==> src/rtl/piece_drop_ctrl.sv <==
// piece_drop_ctrl: falling single-cell piece and per-column skyline for the
// game-control handshake. Consumes the registered game state code and
// reports placed / game_over back to the controller.
// Optional macro HARD_DROP_EN adds a hard_drop input that snaps the piece
// to its column's skyline in one cycle.
module piece_drop_ctrl #(
   parameter int unsigned COLS       = 10,
   parameter int unsigned ROWS       = 20,
   parameter int unsigned GRAV_TICKS = 8,
   parameter int unsigned SPAWN_COL  = 4,
   parameter int unsigned CW         = $clog2(COLS),
   parameter int unsigned RW         = $clog2(ROWS + 1)
) (
   input  logic          clka,
   input  logic          restart,
   input  logic [2:0]    state,
   input  logic          move_left,
   input  logic          move_right,
   input  logic          soft_drop,
`ifdef HARD_DROP_EN
   input  logic          hard_drop,
`endif
   output logic          placed,
   output logic          game_over,
   output logic          active,
   output logic [RW-1:0] piece_row,
   output logic [CW-1:0] piece_col
);

   localparam int unsigned GW = $clog2(GRAV_TICKS);

   localparam logic [2:0] ST_GEN      = 3'b000;
   localparam logic [2:0] ST_MOVE     = 3'b001;
   localparam logic [2:0] ST_LAND     = 3'b010;
   localparam logic [2:0] ST_NEWBOARD = 3'b100;

   logic [RW-1:0] height_q [COLS];
   logic [RW-1:0] height_d [COLS];
   logic [GW-1:0] grav_cnt_q, grav_cnt_d;
   logic          placed_q, placed_d;
   logic          game_over_q, game_over_d;
   logic          active_q, active_d;
   logic [RW-1:0] piece_row_q, piece_row_d;
   logic [CW-1:0] piece_col_q, piece_col_d;

   logic [CW-1:0] col_l_c, col_r_c, tgt_c;
   logic          left_ok_c, right_ok_c, step_c, land_c, hd_c;
   logic [RW-1:0] commit_c;

   // Next-state logic: decode the game state code and update piece/skyline
   always_comb begin
      height_d    = height_q;
      grav_cnt_d  = grav_cnt_q;
      placed_d    = placed_q;
      game_over_d = game_over_q;
      active_d    = active_q;
      piece_row_d = piece_row_q;
      piece_col_d = piece_col_q;

`ifdef HARD_DROP_EN
      hd_c = hard_drop;
`else
      hd_c = 1'b0;
`endif
      col_l_c    = piece_col_q - CW'(1);
      col_r_c    = piece_col_q + CW'(1);
      land_c     = (piece_row_q == height_q[piece_col_q]);
      // Neighbour reads are only meaningful when the edge guard holds
      left_ok_c  = move_left & ~move_right & (piece_col_q != CW'(0)) &
                   (height_q[col_l_c] <= piece_row_q);
      right_ok_c = move_right & ~move_left & (piece_col_q < CW'(COLS - 1)) &
                   (height_q[col_r_c] <= piece_row_q);
      tgt_c      = left_ok_c ? col_l_c : (right_ok_c ? col_r_c : piece_col_q);
      step_c     = (grav_cnt_q == GW'(GRAV_TICKS - 1)) | soft_drop;
      commit_c   = (piece_row_q >= RW'(ROWS - 1)) ? RW'(ROWS)
                                                  : piece_row_q + RW'(1);

      case (state)
         ST_NEWBOARD: begin
            for (int c = 0; c < COLS; c++) height_d[c] = '0;
            grav_cnt_d  = '0;
            placed_d    = 1'b0;
            game_over_d = 1'b0;
            active_d    = 1'b0;
            piece_row_d = RW'(ROWS - 1);
            piece_col_d = CW'(SPAWN_COL);
         end
         ST_GEN: begin
            if (!active_q && !placed_q && !game_over_q) begin
               if (height_q[SPAWN_COL] == RW'(ROWS)) begin
                  game_over_d = 1'b1;
               end else begin
                  piece_row_d = RW'(ROWS - 1);
                  piece_col_d = CW'(SPAWN_COL);
                  active_d    = 1'b1;
                  grav_cnt_d  = '0;
               end
            end
         end
         ST_MOVE: begin
            if (active_q && !placed_q) begin
               if (land_c) begin
                  placed_d = 1'b1;
               end else if (hd_c) begin
                  piece_row_d = height_q[piece_col_q];
                  grav_cnt_d  = '0;
               end else begin
                  piece_col_d = tgt_c;
                  if (step_c) begin
                     grav_cnt_d = '0;
                     if (piece_row_q > height_q[tgt_c]) begin
                        piece_row_d = piece_row_q - RW'(1);
                     end
                  end else begin
                     grav_cnt_d = grav_cnt_q + GW'(1);
                  end
               end
            end
         end
         ST_LAND: begin
            if (placed_q && active_q) begin
               height_d[piece_col_q] = commit_c;
               active_d              = 1'b0;
               placed_d              = 1'b0;
            end
         end
         default: ;
      endcase
   end

   // State registers with synchronous restart
   always_ff @(posedge clka) begin
      if (restart) begin
         for (int c = 0; c < COLS; c++) height_q[c] <= '0;
         grav_cnt_q  <= '0;
         placed_q    <= 1'b0;
         game_over_q <= 1'b0;
         active_q    <= 1'b0;
         piece_row_q <= RW'(ROWS - 1);
         piece_col_q <= CW'(SPAWN_COL);
      end else begin
         height_q    <= height_d;
         grav_cnt_q  <= grav_cnt_d;
         placed_q    <= placed_d;
         game_over_q <= game_over_d;
         active_q    <= active_d;
         piece_row_q <= piece_row_d;
         piece_col_q <= piece_col_d;
      end
   end

   assign placed    = placed_q;
   assign game_over = game_over_q;
   assign active    = active_q;
   assign piece_row = piece_row_q;
   assign piece_col = piece_col_q;

endmodule

==> config.mk <==
export PLATFORM = sky130hd
export DESIGN_NAME = piece_drop_ctrl
export DESIGN_NICKNAME = d
export VERILOG_FILES = /design/src/rtl/piece_drop_ctrl.sv
export SDC_FILE = /design/constraint.sdc
export NUM_CORES = 1
export LEC_CHECK = 0
export CORE_AREA = 5 5 118 120
export DETAILED_ROUTE_END_ITERATION = 12
export DIE_AREA = 0 0 123 125
export PLACE_DENSITY = 0.64
export SKIP_CTS_REPAIR_TIMING = 1
export SYNTH_ARGS = -nofsm -noshare
export SYNTH_HDL_FRONTEND = slang
export SYNTH_SLANG_ARGS = --single-unit
==> constraint.sdc <==
create_clock -name clka -period 10.7 [get_ports clka]
set_clock_uncertainty 0.1 [all_clocks]
set_input_delay 1.07 -clock clka [delete_from_list [all_inputs] [get_ports clka]]
set_output_delay 1.07 -clock clka [all_outputs]
set_load 0.005 [all_outputs]
# Word level (Yosys, flattened, before mapping)
# Cells that the tools add are included.
[classes] n_addsub=5 mul=0 div_mod_pow=0 n_lt_le_gt_ge=10 n_eq_ne=15 shifts=0 n_mux=48 bitwise_logic=13 reduce_logical=21
[ops] cell="50-bit case mux with 2 select lines" n=1
[ops] cell="5-bit binary-select mux with 4-bit select" n=4
[ops] cell="5-bit two-way mux" n=16
[ops] cell="50-bit bitwise mux" n=1
[ops] cell="50-bit two-way mux" n=1
[ops] cell="5-bit greater-or-equal comparator, second input constant" n=5
[ops] cell="4-bit two-way mux" n=6
[ops] cell="5-bit demux with 4-bit select" n=1
[ops] cell="4-bit inverter with 5-bit output" n=4
[ops] cell="2-bit inequality test, second input constant" n=9
[ops] cell="3-bit two-way mux" n=5
[ops] cell="5-bit case mux with 3 select lines" n=1
[ops] cell="4-bit case mux with 3 select lines" n=1
[ops] cell="5-bit <= comparator" n=2
[ops] cell="3-bit case mux with 3 select lines" n=1
[ops] cell="3-bit nonzero test" n=3
[ops] cell="4-bit AND reduction" n=2
[ops] cell="1-bit two-way mux" n=7
[ops] cell="7-bit AND reduction" n=1
[ops] cell="1-bit AND" n=6
[ops] cell="3-bit equality test, second input constant" n=2
[ops] cell="1-bit case mux with 3 select lines" n=2
[ops] cell="5-bit by 1-bit adder with 5-bit output, second input constant" n=1
[ops] cell="5-bit equality test" n=1
[ops] cell="other kinds (21)" n=29
[word_totals] reg_bits=65 latchBits=0 ramBits=0 rom_bits=0 word_cells=128 n_memories=0

# Depth between registers and ports, before layout
# Gate-level depths: netlist of run 1.
[depth] depth_word=19 ltp_mapped=30 mapped_depth_nobuf=24

# Worst setup path before layout of run 1
# No wires, ideal clock.
[synth_path] path_kind="register to register" start="register piece_col_q[0] (netlist: piece_col[0])" end="register piece_row_q[2] (netlist: piece_row[2])" setup_time_ns=0.117 arrival_ns=6.434 t_required_ns=10.483 setup_slack_ns=4.049 path_stages_with_launch=30 cell_sequence="dfxtp_1 -> buf_6 -> buf_4 -> inv_1 -> ha_1 -> clkbuf_1 -> buf_1 -> clkbuf_1 -> mux4_2 -> mux2i_1 -> o22ai_1 -> ha_1 -> a211oi_1 -> o221ai_1 -> a21oi_2 -> a21oi_4 -> xnor2_1 -> buf_6 -> mux4_2 -> nor2b_1 -> a211oi_1 -> ha_1 -> nor2b_1 -> o21a_1 -> o21a_1 -> o21a_1 -> o21ai_0 -> and2_1 -> nor3_1 -> a32o_1"
[synth_between] elab_chain_len=16 word_cells_on_any_way=33 classes_between="2 x add/sub; 4 x order compare; 3 x eq/ne; 14 x mux; 8 x bitwise; 2 x reduce/logical"
[synth_lines] element="start: declaration" line="44" source="logic [CW-1:0] piece_col_q, piece_col_d;"
[synth_lines] element="start signal: assignment" line="140" source="piece_col_q <= CW'(SPAWN_COL);"
[synth_lines] element="start signal: assignment" line="148" source="piece_col_q <= piece_col_d;"
[synth_lines] element="4-bit by 1-bit adder with 4-bit output" line="66" source="col_r_c = piece_col_q + CW'(1);"
[synth_lines] element="4-bit inverter with 5-bit output (not written as such)" line="72" source="(height_q[col_r_c] <= piece_row_q);"
[synth_lines] element="5-bit binary-select mux with 4-bit select" line="72"
[synth_lines] element="5-bit two-way mux (not written as such) (2 in a row)" line="72"
[synth_lines] element="5-bit <= comparator" line="72"
[synth_lines] element="1-bit AND" line="71" source="right_ok_c = move_right & ~move_left & (piece_col_q < CW'(COLS - 1)) &"
[synth_lines] element="4-bit two-way mux (2 in a row)" line="73" source="tgt_c = left_ok_c ? col_l_c : (right_ok_c ? col_r_c : piece_col_q);"
[synth_lines] element="4-bit inverter with 5-bit output (not written as such)" line="111" source="if (piece_row_q > height_q[tgt_c]) begin"
[synth_lines] element="5-bit binary-select mux with 4-bit select" line="111"
[synth_lines] element="5-bit two-way mux (not written as such) (2 in a row)" line="111"
[synth_lines] element="5-bit > comparator" line="111"
[synth_lines] element="2-bit inequality test (no line)"
[synth_lines] element="7-bit AND reduction (no line) *"
[synth_lines] element="end signal: assignment" line="139" source="piece_row_q <= RW'(ROWS - 1);"
[synth_lines] element="end signal: assignment" line="147" source="piece_row_q <= piece_row_d;"
[synth_lines] element="end: declaration" line="43" source="logic [RW-1:0] piece_row_q, piece_row_d;"
# Mark *: on every way between the ends. The rest lies on a longest branch, timed or not. The select of a mux whose other input is x is not followed.
# A chain may end at the register's enable or synchronous reset.

# Worst setup path in the final report of run 1
# Same ends and word-level chain as after synthesis.

==> results of run 1 <==
where the power goes:
part	switching (uW)	internal, uW	leakage, uW
Combinational	35.4	21.9	0.00136
Clock	110	186	0.000142
Sequential	1.24	243	0.000524
Total	146	451	0.00202
layout by cell type (no fill, tap or decap), types with 4 or more instances in the layout:
cell and instances:
nor2_1 69, dfxtp_1 64, a22oi_1 53, mux2i_1 51, mux4_2 29, ha_1 24
nand2_1 18, o21ai_0 18, clkdlybuf4s50_1 18, inv_1 13, and3_1 13, nand3_1 12
xnor2_1 11, nor2b_1 11, and2_1 11, o22ai_1 11, nor3_1 9, a31oi_1 9
clkbuf_16 9, a211oi_1 7, buf_4 7, a21oi_1 6, o21a_1 6, a21o_1 6
nand2b_1 5, nand4_1 4
cell families (layout without fill, tap and decap cells):
kind of cell	after synthesis	in the layout	share of synthesized area (%)
adders and majority gates	24	24	5.99
xor gates and xnor gates	14	14	2.44
and+or+nand+nor	169	169	16.8
DFF	65	65	25.9
buffers and inverters	46	57	4.42
muxes	83	83	24.5
AOI/OAI and AO/OA	140	140	19.9
stage by stage:
stage,util (%),std cells,worst slack (ps),power (uW)
after floorplan,-,541,4050,291
after global placement,41.3,712,3260,305
after detailed placement,41.3,712,3020,306
after CTS,43.6,728,2970,602
after global routing,43.6,728,2440,616
final,43.6,728,2910,597
how the worst max path moves through the flow:
stage               slack, ps           end  cells after the start          from
floorplan                4050  piece_row[2]                     29  piece_col[0]
global placement         3260  piece_row[2]                     25  piece_col[0]
detailed placement       3020  piece_row[2]                     25  piece_col[0]
CTS                      2970  piece_row[2]                     25  piece_col[0]
global route             2440  piece_row[2]                     25  piece_col[0]
finish                   2910  piece_row[2]                     25  piece_col[0]
cell type report:
class,count,area share [%]
clock buffers,11,4.32
repair buffers,26,4.23
flip-flops and latches,65,23.2
clock inverters,5,0.980
inverters,15,1.00
multi-input cells,430,62.3
well taps,176,3.92
cell usage after synthesis, drive strengths merged (7+ instances only):
cell	instances
nor2	70
nand3	12
buf	15
dfxtp	65
o21ai	21
ha	24
and2	11
nor3	10
nor2b	11
a22oi	53
clkbuf	16
a21oi	8
a211oi	7
nand2	18
o22ai	11
mux4	31
and3	14
xnor2	12
mux2i	51
inv	14
a31oi	9
registers in the layout (all words and copies together), names as in the netlist:
name	count
grav_cnt_q	3
piece_col	4
active	1
placed	1
piece_row	5
height_q	50
game_over	1
metal layers:
| metal | share of wire (%) | vias up | wire [um] |
|---|---|---|---|
| met5 | 0 | - | 0 |
| met4 | 5.2 | 0 | 810 |
| met3 | 8.2 | 55 | 1290 |
| met2 | 44 | 242 | 6930 |
| met1 | 42 | 2221 | 6610 |
| li1 | - | 2083 | - |
critical path: stages, from the launching register on:
cell	delay (ps)
dfxtp_2	310
buf_4	590
inv_1	310
ha_1	1040
mux4_2	610
mux2i_1	280
o22ai_1	150
ha_1	320
nand4_1	120
o221ai_1	370
a21oi_2	150
a21oi_4	180
xnor2_2	130
buf_4	360
mux4_2	550
nor2b_1	140
a211oi_1	230
ha_1	290
nor2b_1	130
o21a_1	160
o21a_1	170
o21a_1	170
o21ai_0	210
and2_1	240
nor3_1	100
a32o_1	260
==> metrics.md, run 1 <==
| Metric | Value |
|---|---|
| Met3 Use GR | 4.83% |
| Class of the most critical setup path | flip-flop to flip-flop |
| Slew headroom | 22.7% |
| Hold_sp | grav_cnt_q[0] |
| Share of layout cells above drive strength 1 | 12.3% |
| CP Max Fanout | 51 |
| CTS tree | done |
| Detail Route Antenna Nets | 0 |
| FFs w/ async S/R, synth | 0% |
| Global Route met1 Usage | 27.9% |
| Layout Nets | 579 |
| Ant. Diodes | 0 |
| End of the worst register-to-register path | piece_row[2] |
| Die extent in y | 125 um |
| First-pass GRT wire length | 24600 um |
| RSZ-0062 raised after global routing | false |
| Worst EP required | 10830 ps |
| Area of the multi-input gates | 3500 um2 |
| Placement Cell Area | 5320 um2 |
| DP HPWL | 11400 um |
| Initial core utilization | 39.0% |
| Vias per cell | 6.32 |
| Met2 Usage GRT | 29.9% |
| Final setup violating endpoints | 0 |
| Fmax | 0.128 GHz |
| Pre-Repair DR Iteration Count | 6 |
| Clock root buffer | clkbuf_16 |
| Final Critical Period | 7790 ps |
| WL/cell | 21.5 um |
| Worst r2r src | piece_col[0] |
| Hold_ws | 398 ps |
| Yosys reg bits | 65 |
| Peak supply drop | 75.8 uV |
| DRC | 0 |
| Initial antenna violation count | 0 |
| Worst Tran Pin Value | 1150 ps |
| HP Class | flip-flop to flip-flop |
| Final Hold Violating Endpoints | 0 |
| Cell accounting for the most synthesized area | dfxtp_1 |
| Mapped Cells | 541 |
| Synthesized cell area | 5020 um2 |
| Remaining Overflow, GRT | 0 |
| Reg2Reg Setup Slack | 2910 ps |
| Synth warn | 0 |
| Sequential element share of the synthesized area | 25.9% |
| Status | completed |
| Area contributors post-synth | dfxtp_1 (26%), mux4_2 (13%), mux2i_1 (10%), a22oi_1 (7.9%), ha_1 (6.0%) |
| Largest net degree at the start of global routing | 58 |
| Area grow syn2layout | 11.9% |
| Global route hottest layer | met2 |
| Max Slew Vio Count | 0 |
| Setup_tns | 0 ps |
| Max Cap Violations | 0 |
| IO Count | 20 |
| Clk slew on worst S/H paths | 60 ps |
| LEAKAGE | 0.00202 uW |
| GRT Util Overall | 20.6% |
| Rows | 42 |
| Die area | 15400 um2 |
| Buffers on Ports | 19 |
| Die X | 123 um |
| Crit path DAT | 7920 ps |
| CP Capture Type | flip-flop |
| CP Launch Type | flip-flop |
| Routed vias | 4601 |
| Hold path cells | 1 |
| Number of global-route vias before repair | 4435 |
| Avg Inst Size Synth | 9.27 um2 |
| Filler Cell Count | 1245 |
| Sequential Area | 1300 um2 |
| Ys flop type | dfxtp_1 |
| Number of flops mapped to enable cells by yosys | 0 |
| Top-area cell type share of the netlist area | 25.9% |
| Synth cell types | 64 |
| CTS Buf Count | 9 |
| Tcrit/Tclk final | 72.8% |
| Htree depth | 3 |
| Net Count, Synth | 573 |
| Clock Latency Late Sink | 340 ps |
| DRT iter0 DRCs | 693 |
| CTS max path bufs | 2 |
| Core Box Area | 12900 um2 |
| Worst Hold End | grav_cnt_q[0] |
| Clk sinks | 65 |
| Cells on worst reg2reg path | 25 |
| Pwr dens | 106 nW/um2 |
| Post-route cell area | 5620 um2 |
| Gpl congestion | 1.03 |
| Final wirelength | 15600 um |
(Power assumes the default switching activity.)
==> run 2, diff against run 1 <==
==> constraint.sdc (replaced) <==
create_clock -name clka -period 7.6 [get_ports clka]
set_clock_uncertainty 0.1 [all_clocks]
set_input_delay 0.76 -clock clka [delete_from_list [all_inputs] [get_ports clka]]
set_output_delay 0.76 -clock clka [all_outputs]
set_load 0.005 [all_outputs]
==> metrics.md, run 2 (synthesis results as in run 1) <==
| Metric | Value |
|---|---|
| Clock Latency Late Sink | 330 ps |
| Final setup violating endpoints | 0 |
| LEAKAGE | 0.00202 uW |
| Pre-Repair DR Iteration Count | 5 |
| IO Count | 20 |
| Largest reg by FF count | height_q |
| Remaining Overflow, GRT | 0 |
| RSZ-0062 raised after global routing | false |
| Pwr dens | 142 nW/um2 |
| CTS tree | done |
| CP Max Fanout | 39 |
| Share of layout cells above drive strength 1 | 12.5% |
| CP Capture Type | flip-flop |
| Status | completed |
| Area grow syn2layout | 11.7% |
| Final Critical Period | 7140 ps |
| Filler Cell Count | 1227 |
| Fmax | 0.140 GHz |
| Peak supply drop | 93.0 uV |
| Layout Nets | 581 |
| Buffers on Ports | 19 |
| Max Cap Violations | 0 |
| WL met3 | 1110 um |
| Final wirelength | 16000 um |
| Die X | 123 um |
| Largest net degree at the start of global routing | 58 |
| GRT Util Overall | 21.2% |
| Met2 WL | 7320 um |
| HP Class | flip-flop to flip-flop |
| Worst Tran Pin Value | 1210 ps |
| Routed length on met1 | 6960 um |
| DRT iter0 DRCs | 731 |
| Gpl congestion | 0.982 |
| Rows | 42 |
| Htree depth | 3 |
| Clk sinks | 65 |
| Setup_tns | 0 ps |
| Most frequent cells in the layout | nor2_1 (69), dfxtp_1 (64), a22oi_1 (53) |
| Max Used Layer | met4 |
| Crit path DAT | 7300 ps |
| Clock root buffer | clkbuf_16 |
| Routed vias | 4602 |
| Number of global-route vias before repair | 4415 |
| CTS max path bufs | 2 |
| Die area | 15400 um2 |
| First-pass GRT wire length | 25100 um |
| Detail Route Antenna Nets | 0 |
| Max reg flops | 50 |
| WL/cell | 22.0 um |
| Tcrit/Tclk final | 94.0% |
| CTS Buf Count | 9 |
| Worst EP required | 7750 ps |
| DRC | 0 |
| DP HPWL | 11800 um |
| Slowest CP cell | buf_4 |
| CP Launch Type | flip-flop |
| Ant. Diodes | 0 |
| Initial core utilization | 39.0% |
| Hold_ws | 373 ps |
| Commonest non-fill, non-tap cell in the layout | nor2_1 |
| Slew headroom | 19.1% |
| Max Slew Vio Count | 0 |
| Layout Utilization | 43.5% |
| Crit path cell chain | buf_4 -> ha_1 -> xor2_2 -> mux2i_1 -> o22ai_1 -> ha_1 -> a211oi_1 -> o221ai_1 -> a21oi_2 -> a21oi_4 -> xnor2_2 -> buf_4 -> mux4_2 -> nor2b_1 -> a211o_1 -> ha_1 -> and3_1 -> a31oi_1 -> o21ai_0 -> and2_1 -> or3_1 -> a32oi_1 |
| Cell mode on critical path | ha_1 |
| Class of the most critical setup path | flip-flop to flip-flop |
| Vias per cell | 6.31 |
| Final Hold Violating Endpoints | 0 |
| Clk slew on worst S/H paths | 50 ps |
| Initial antenna violation count | 0 |
| Core Box Area | 12900 um2 |
| Slowest stage delay, CP | 560 ps |
| Die extent in y | 125 um |
## run 2: path summary, 6_finish.rpt
path                                 endpoint  slack (ps)          start  cells after the start
worst max-delay path             piece_row[1]         460   piece_col[0]                     22
worst min-delay path            grav_cnt_q[1]         370  grav_cnt_q[1]                      2
worst max register to register   piece_row[1]         460   piece_col[0]                     22
worst min register to register  grav_cnt_q[1]         370  grav_cnt_q[1]                      2
## run 2: area by class of cell
cell class                      count  area, um2  area share, %
Clock buffer                       12        246           4.40
Inverter                           15       56.3           1.00
Timing Repair Buffer               28        253           4.51
Sequential cell                    65       1300           23.2
Multi-Input combinational cell    430       3510           62.6
Tap cell                          176        220           3.93
Clock inverter                      3       17.5          0.313
## run 2: metal layers
metal | vias up | track usage, %
met2 | 209 | 30.8
li1 | 2084 | -
met3 | 40 | 3.21
met1 | 2269 | 30.0
met4 | 0 | 11.5
met5 | - | 0
## run 2: power breakdown
group          internal, uW  switching, uW  total (uW)
registers               342           3.01         345
clock network           226            143         369
logic                  31.5           49.6        81.2
total                   600            196         796
## run 2: metrics by stage
stage	setup slack [ps]	cell area, um2	power [uW]	cells
after floorplan	949	5020	410	541
after global placement	484	5330	430	714
after detailed placement	370	5330	432	714
after CTS	323	5600	801	729
after global routing	19.4	5600	823	729
final	456	5600	796	729
## run 2: worst max-delay path: cells and delay by family, from the launching register on
family	cells	cell delay, ps
AO/OA/AOI/OAI	9	1820
AND/OR/NAND/NOR	4	860
flip-flops	1	470
multiplexers	2	960
buffers and inverters	2	930
XOR/XNOR	2	830
adder cells (fa/ha/maj)	3	1080
==> patch 1 (config.mk and constraints of run 2) <==
Register the inputs `restart`, `state`, `move_left`, `move_right` and `soft_drop` before use, without a reset. The logic sees them one clock later. Comments in the files are not updated.
--- a/src/rtl/piece_drop_ctrl.sv
+++ b/src/rtl/piece_drop_ctrl.sv
@@ -35,4 +35,18 @@
    localparam logic [2:0] ST_NEWBOARD = 3'b100;
 
+   logic restart_q;
+   logic [2:0] state_q;
+   logic move_left_q;
+   logic move_right_q;
+   logic soft_drop_q;
+
+   always_ff @(posedge clka) begin
+      restart_q    <= restart;
+      state_q      <= state;
+      move_left_q  <= move_left;
+      move_right_q <= move_right;
+      soft_drop_q  <= soft_drop;
+   end
+
    logic [RW-1:0] height_q [COLS];
    logic [RW-1:0] height_d [COLS];
@@ -67,14 +81,14 @@
       land_c     = (piece_row_q == height_q[piece_col_q]);
       // Neighbour reads are only meaningful when the edge guard holds
-      left_ok_c  = move_left & ~move_right & (piece_col_q != CW'(0)) &
+      left_ok_c  = move_left_q & ~move_right_q & (piece_col_q != CW'(0)) &
                    (height_q[col_l_c] <= piece_row_q);
-      right_ok_c = move_right & ~move_left & (piece_col_q < CW'(COLS - 1)) &
+      right_ok_c = move_right_q & ~move_left_q & (piece_col_q < CW'(COLS - 1)) &
                    (height_q[col_r_c] <= piece_row_q);
       tgt_c      = left_ok_c ? col_l_c : (right_ok_c ? col_r_c : piece_col_q);
-      step_c     = (grav_cnt_q == GW'(GRAV_TICKS - 1)) | soft_drop;
+      step_c     = (grav_cnt_q == GW'(GRAV_TICKS - 1)) | soft_drop_q;
       commit_c   = (piece_row_q >= RW'(ROWS - 1)) ? RW'(ROWS)
                                                   : piece_row_q + RW'(1);
 
-      case (state)
+      case (state_q)
          ST_NEWBOARD: begin
             for (int c = 0; c < COLS; c++) height_d[c] = '0;
@@ -131,5 +145,5 @@
    // State registers with synchronous restart
    always_ff @(posedge clka) begin
-      if (restart) begin
+      if (restart_q) begin
          for (int c = 0; c < COLS; c++) height_q[c] <= '0;
          grav_cnt_q  <= '0;
Function: changed (Yosys sat finds a counterexample within 4 cycles, from zero or initial values).
==> patch 1 against run 2 <==
- non-clock buffer count rose by 1
- sequential cell count grew 7
- wire length up 2.1%
- total power up 11%
- die area unchanged
- cell area is 1.9% higher
- setup slack worse by 0.11 ns
- synthesized area up 0.80%
- critical endpoint is now piece_row[4]
- worst hold slack worse by 0.0035 ns
==> patch 1: results (changes against run 2) <==
{
  "run_status": {
    "run_status": {"value": "complete, no violations", "change": "unchanged"}
  },
  "global_route": {
    "grt.total_usage": {"value": 21.8, "unit": "%", "change": "was 21.2%"},
    "first_global_vias": {"value": 4403, "change": "was 4415"},
    "largest_net_degree_at_the_start_of_global_routing": {"value": 67, "change": "was 58"}
  },
  "clock_tree": {
    "worst_setup_hold_path_clk_slew": {"value": 0.07, "unit": "ns", "change": "was 0.05 ns"},
    "clk-insertion-delay-late": {"value": 0.36, "unit": "ns", "change": "was 0.33 ns"}
  },
  "routing": {
    "routed-via-count": {"value": 4664, "change": "was 4602"},
    "initialDrtViolationCount": {"value": 467, "change": "was 731"},
    "drt-pass1-iter-count": {"value": 6, "change": "was 5"},
    "postRouteWirelength": {"value": 16400, "unit": "um", "change": "was 16000 um"}
  },
  "yosys": {
    "synthAdderAreaFrac": {"value": 5.94, "unit": "%", "change": "was 5.99%"},
    "synth_compound_area_share": {"value": 20.2, "unit": "%", "change": "was 19.9%"},
    "post_synth_mux_area_share": {"value": 22.8, "unit": "%", "change": "was 24.5%"},
    "synth_top_cells_by_area": {"value": "sky130_fd_sc_hd__dfxtp_1 (29%), sky130_fd_sc_hd__mux4_2 (14%), sky130_fd_sc_hd__a22oi_1 (8.2%)", "change": "was sky130_fd_sc_hd__dfxtp_1 (26%), sky130_fd_sc_hd__mux4_2 (13%), sky130_fd_sc_hd__mux2i_1 (10%)"},
    "ys_seq_area_share": {"value": 28.5, "unit": "%", "change": "was 25.9%"},
    "synth_xor_area_share": {"value": 2.25, "unit": "%", "change": "was 2.44%"},
    "synth.distinct_cells": {"value": 65, "change": "was 64"}
  },
  "sta": {
    "finalHoldWorstSlack": {"value": 0.369, "unit": "ns", "change": "was 0.373 ns"}
  },
  "power_and_ir_drop": {
    "max-vdd-ir-drop": {"value": 84.9, "unit": "uV", "change": "was 93.0 uV"},
    "p_leak": {"value": 0.00208, "unit": "uW", "change": "was 0.00202 uW"}
  },
  "critical_path": {
    "arrival": {"value": 7.36, "unit": "ns", "change": "was 7.30 ns"},
    "worstRegToRegCells": {"value": 23, "change": "was 22"},
    "reg2reg_slack": {"value": 0.34, "unit": "ns", "change": "was 0.46 ns"},
    "cp_max_fo": {"value": 47, "change": "was 39"}
  },
  "layout": {
    "drive_gt1_share": {"value": 12.6, "unit": "%", "change": "was 12.5%"}
  },
  "place": {
    "post-dp-hpwl": {"value": 11700, "unit": "um", "change": "was 11800 um"}
  }
}
patch 1: power breakdown:
part           switching, uW  internal (uW)  leakage [uW]
Combinational           39.2           24.4       0.00135
Clock                    172            262      0.000145
Sequential              3.05            380      0.000583
patch 1: worst paths after layout:
path	from	endpoint
min reg2reg	grav_cnt_q[2]	grav_cnt_q[2]
max reg2reg	piece_col[0]	piece_row[4]
min	grav_cnt_q[2]	grav_cnt_q[2]
max	piece_col[0]	piece_row[4]
patch 1: critical path: stages (launching register included):
cell and delay (ns):
sky130_fd_sc_hd__dfxtp_2 0.33, sky130_fd_sc_hd__buf_4 0.57, sky130_fd_sc_hd__ha_1 0.42, sky130_fd_sc_hd__xor2_1 0.59, sky130_fd_sc_hd__mux2i_1 0.41, sky130_fd_sc_hd__o22ai_1 0.16
sky130_fd_sc_hd__ha_1 0.31, sky130_fd_sc_hd__o211ai_1 0.10, sky130_fd_sc_hd__a21oi_1 0.08, sky130_fd_sc_hd__o22a_1 0.24, sky130_fd_sc_hd__or3_4 0.39, sky130_fd_sc_hd__a311oi_4 0.92
sky130_fd_sc_hd__mux2i_1 0.28, sky130_fd_sc_hd__a22oi_1 0.14, sky130_fd_sc_hd__a211oi_1 0.31, sky130_fd_sc_hd__ha_1 0.30, sky130_fd_sc_hd__nor2b_1 0.13, sky130_fd_sc_hd__o21a_1 0.16
sky130_fd_sc_hd__o21a_1 0.16, sky130_fd_sc_hd__o21a_1 0.16, sky130_fd_sc_hd__o221ai_1 0.20, sky130_fd_sc_hd__nand2_1 0.18, sky130_fd_sc_hd__a311oi_1 0.34, sky130_fd_sc_hd__a31oi_1 0.06
patch 1: layer usage:
metal	part of all wire [%]	track usage (%)	wire [um]	vias up
met1	41	28.8	6790	2299
li1	-	-	-	2089
met2	46	33.1	7510	226
met4	4.9	11.1	804	0
met3	7.8	5.10	1290	50
met5	0	0	0	-
patch 1: cells by family (layout without fill, tap and decap cells):
kind of cell	Yosys count	after routing
XOR/XNOR	13	13
flip-flops	72	72
multiplexers	71	71
buffers and inverters	41	57
AO/OA/AOI/OAI	139	139
adder cells (fa/ha/maj)	24	24
AND/OR/NAND/NOR	178	178
patch 1: stage by stage:
step | instances | setup WS (ns) | instance area, um^2 | total power, uW
final | 730 | 0.341 | 5710 | 881
after global routing | 730 | 0.00433 | 5710 | 909
after CTS | 730 | 0.437 | 5710 | 886
after detailed placement | 714 | 0.490 | 5410 | 454
after global placement | 714 | 0.698 | 5410 | 453
after floorplan | 538 | 0.788 | 5060 | 436
patch 1: cell type report:
class | instances | area, um^2
sequential | 72 | 1440
tap | 176 | 220
inverter | 12 | 45.0
clock inverter | 5 | 56.3
timing repair buffer | 29 | 265
fill | 1257 | 7170
clock buffer | 11 | 243
multi-input combinational | 425 | 3430
==> patch 2 (flow settings as in run 2) <==
Without the edit above. Build with the macro `HARD_DROP_EN` defined.
--- a/src/rtl/piece_drop_ctrl.sv
+++ b/src/rtl/piece_drop_ctrl.sv
@@ -4,4 +4,6 @@
 // Optional macro HARD_DROP_EN adds a hard_drop input that snaps the piece
 // to its column's skyline in one cycle.
+`define HARD_DROP_EN
+
 module piece_drop_ctrl #(
    parameter int unsigned COLS       = 10,
Interface: changed (added hard_drop); port bits go from 20 to 21. The function was not compared with the original's and may differ.
==> patch 2 against run 2 <==
- wire length up 6.7%
- total power up 8.5%
- sequential cell count unchanged
- synthesized area up 0.90%
- via count up 6.1%
- cell area up 1.8%
- setup slack better by 0.081 ns
- count of clock-buffer cells in the layout down 2
- critical endpoint is now piece_row[2]
==> patch 2: results (changes against run 2) <==
{
  "global_route": {
    "grtUsageMet2": {"value": 34.0, "unit": "%", "change": "was 30.8%"},
    "global_route_wire_length_before_repair": {"value": 26800, "unit": "um", "change": "was 25100 um"},
    "grt_use_met3": {"value": 5.74, "unit": "%", "change": "was 3.21%"},
    "grt.total_usage": {"value": 22.8, "unit": "%", "change": "was 21.2%"},
    "grt.met1_usage": {"value": 30.6, "unit": "%", "change": "was 30.0%"}
  },
  "layout": {
    "drive_gt1_share": {"value": 12.0, "unit": "%", "change": "was 12.5%"},
    "layout.cells.non_filler": {"value": 750, "change": "was 729"}
  },
  "critical_path": {
    "slowest_delay": {"value": 0.67, "unit": "ns", "change": "was 0.56 ns"},
    "arrival": {"value": 7.24, "unit": "ns", "change": "was 7.30 ns"},
    "cp_max_fo": {"value": 49, "change": "was 39"},
    "worstRegToRegCells": {"value": 24, "change": "was 22"},
    "slowest_stage": {"value": "sky130_fd_sc_hd__xor2_1", "change": "was sky130_fd_sc_hd__buf_4"},
    "worstSetupEndpoint": {"value": "piece_row[2]", "change": "was piece_row[1]"}
  },
  "yosys": {
    "postSynthAreaPerCell": {"value": 8.99, "unit": "um^2", "change": "was 9.27 um^2"},
    "ys_seq_area_share": {"value": 25.7, "unit": "%", "change": "was 25.9%"},
    "synth_top_cells_by_area": {"value": "sky130_fd_sc_hd__dfxtp_1 (26%), sky130_fd_sc_hd__mux4_2 (14%), sky130_fd_sc_hd__a22oi_1 (8.0%)", "change": "was sky130_fd_sc_hd__dfxtp_1 (26%), sky130_fd_sc_hd__mux4_2 (13%), sky130_fd_sc_hd__mux2i_1 (10%)"},
    "synth_xor_area_share": {"value": 2.08, "unit": "%", "change": "was 2.44%"},
    "post_synth_mux_area_share": {"value": 22.4, "unit": "%", "change": "was 24.5%"},
    "synth_compound_area_share": {"value": 21.9, "unit": "%", "change": "was 19.9%"}
  },
  "sta": {
    "finalWorstSetupSlack": {"value": 0.537, "unit": "ns", "change": "was 0.456 ns"},
    "slew_headroom": {"value": 23.0, "unit": "%", "change": "was 19.1%"},
    "finalHoldWorstSlack": {"value": 0.367, "unit": "ns", "change": "was 0.373 ns"}
  },
  "place": {
    "place_worst_setup_slack": {"value": 0.534, "unit": "ns", "change": "was 0.370 ns"},
    "post-dp-hpwl": {"value": 12300, "unit": "um", "change": "was 11800 um"},
    "place_area": {"value": 5380, "unit": "um^2", "change": "was 5330 um^2"},
    "placer_congestion_estimate": {"value": 1.03, "change": "was 0.982"}
  },
  "routing": {
    "met1_length": {"value": 6940, "unit": "um", "change": "was 6960 um"},
    "postRouteWirelength": {"value": 17100, "unit": "um", "change": "was 16000 um"},
    "route.met3.wl": {"value": 1720, "unit": "um", "change": "was 1110 um"}
  },
  "power_and_ir_drop": {
    "p_leak": {"value": 0.00195, "unit": "uW", "change": "was 0.00202 uW"}
  },
  "run_status": {
    "run_status": {"value": "complete, no violations", "change": "unchanged"}
  },
  "clock_tree": {
    "clk-insertion-delay-late": {"value": 0.35, "unit": "ns", "change": "was 0.33 ns"}
  }
}
patch 2: cell count changes in the layout (fill, tap and decap cells not counted), moves of 3 or more:
cell,before,now
sky130_fd_sc_hd__a211oi_1,7,3
sky130_fd_sc_hd__a21o_1,6,12
sky130_fd_sc_hd__a21oi_1,6,21
sky130_fd_sc_hd__a31oi_1,9,4
sky130_fd_sc_hd__a41oi_1,0,3
sky130_fd_sc_hd__and3_1,13,3
sky130_fd_sc_hd__mux2i_1,51,38
sky130_fd_sc_hd__mux4_2,29,32
sky130_fd_sc_hd__nand2_1,18,39
sky130_fd_sc_hd__nor3b_1,2,6
sky130_fd_sc_hd__o21a_1,6,1
sky130_fd_sc_hd__o221ai_1,1,5
sky130_fd_sc_hd__o22ai_1,11,14
sky130_fd_sc_hd__o31ai_1,0,3
patch 2: power breakdown:
| group | total [uW] | internal, uW | leakage (uW) | switching (uW) |
|---|---|---|---|---|
| clock | 455 | 289 | 0.000157 | 166 |
| sequential | 343 | 342 | 0.000524 | 1.71 |
| combinational | 65.4 | 23.8 | 0.00127 | 41.6 |
| total | 864 | 654 | 0.00195 | 210 |
patch 2: how the worst min path moves through the flow:
| stage | start | cells after the start | endpoint |
|---|---|---|---|
| after floorplan | grav_cnt_q[1] | 2 | grav_cnt_q[1] |
| after global placement | grav_cnt_q[1] | 2 | grav_cnt_q[1] |
| after detailed placement | grav_cnt_q[1] | 2 | grav_cnt_q[1] |
| after CTS | grav_cnt_q[1] | 2 | grav_cnt_q[1] |
| after global routing | grav_cnt_q[1] | 2 | grav_cnt_q[1] |
| final | grav_cnt_q[2] | 2 | grav_cnt_q[2] |
patch 2: area by class of cell:
type,count,area (um^2)
tap,176,220
timing repair buffer,30,274
multi-input combinational,447,3530
clock buffer,10,229
clock inverter,6,91.3
fill,1234,7170
sequential,65,1300
inverter,16,60.1
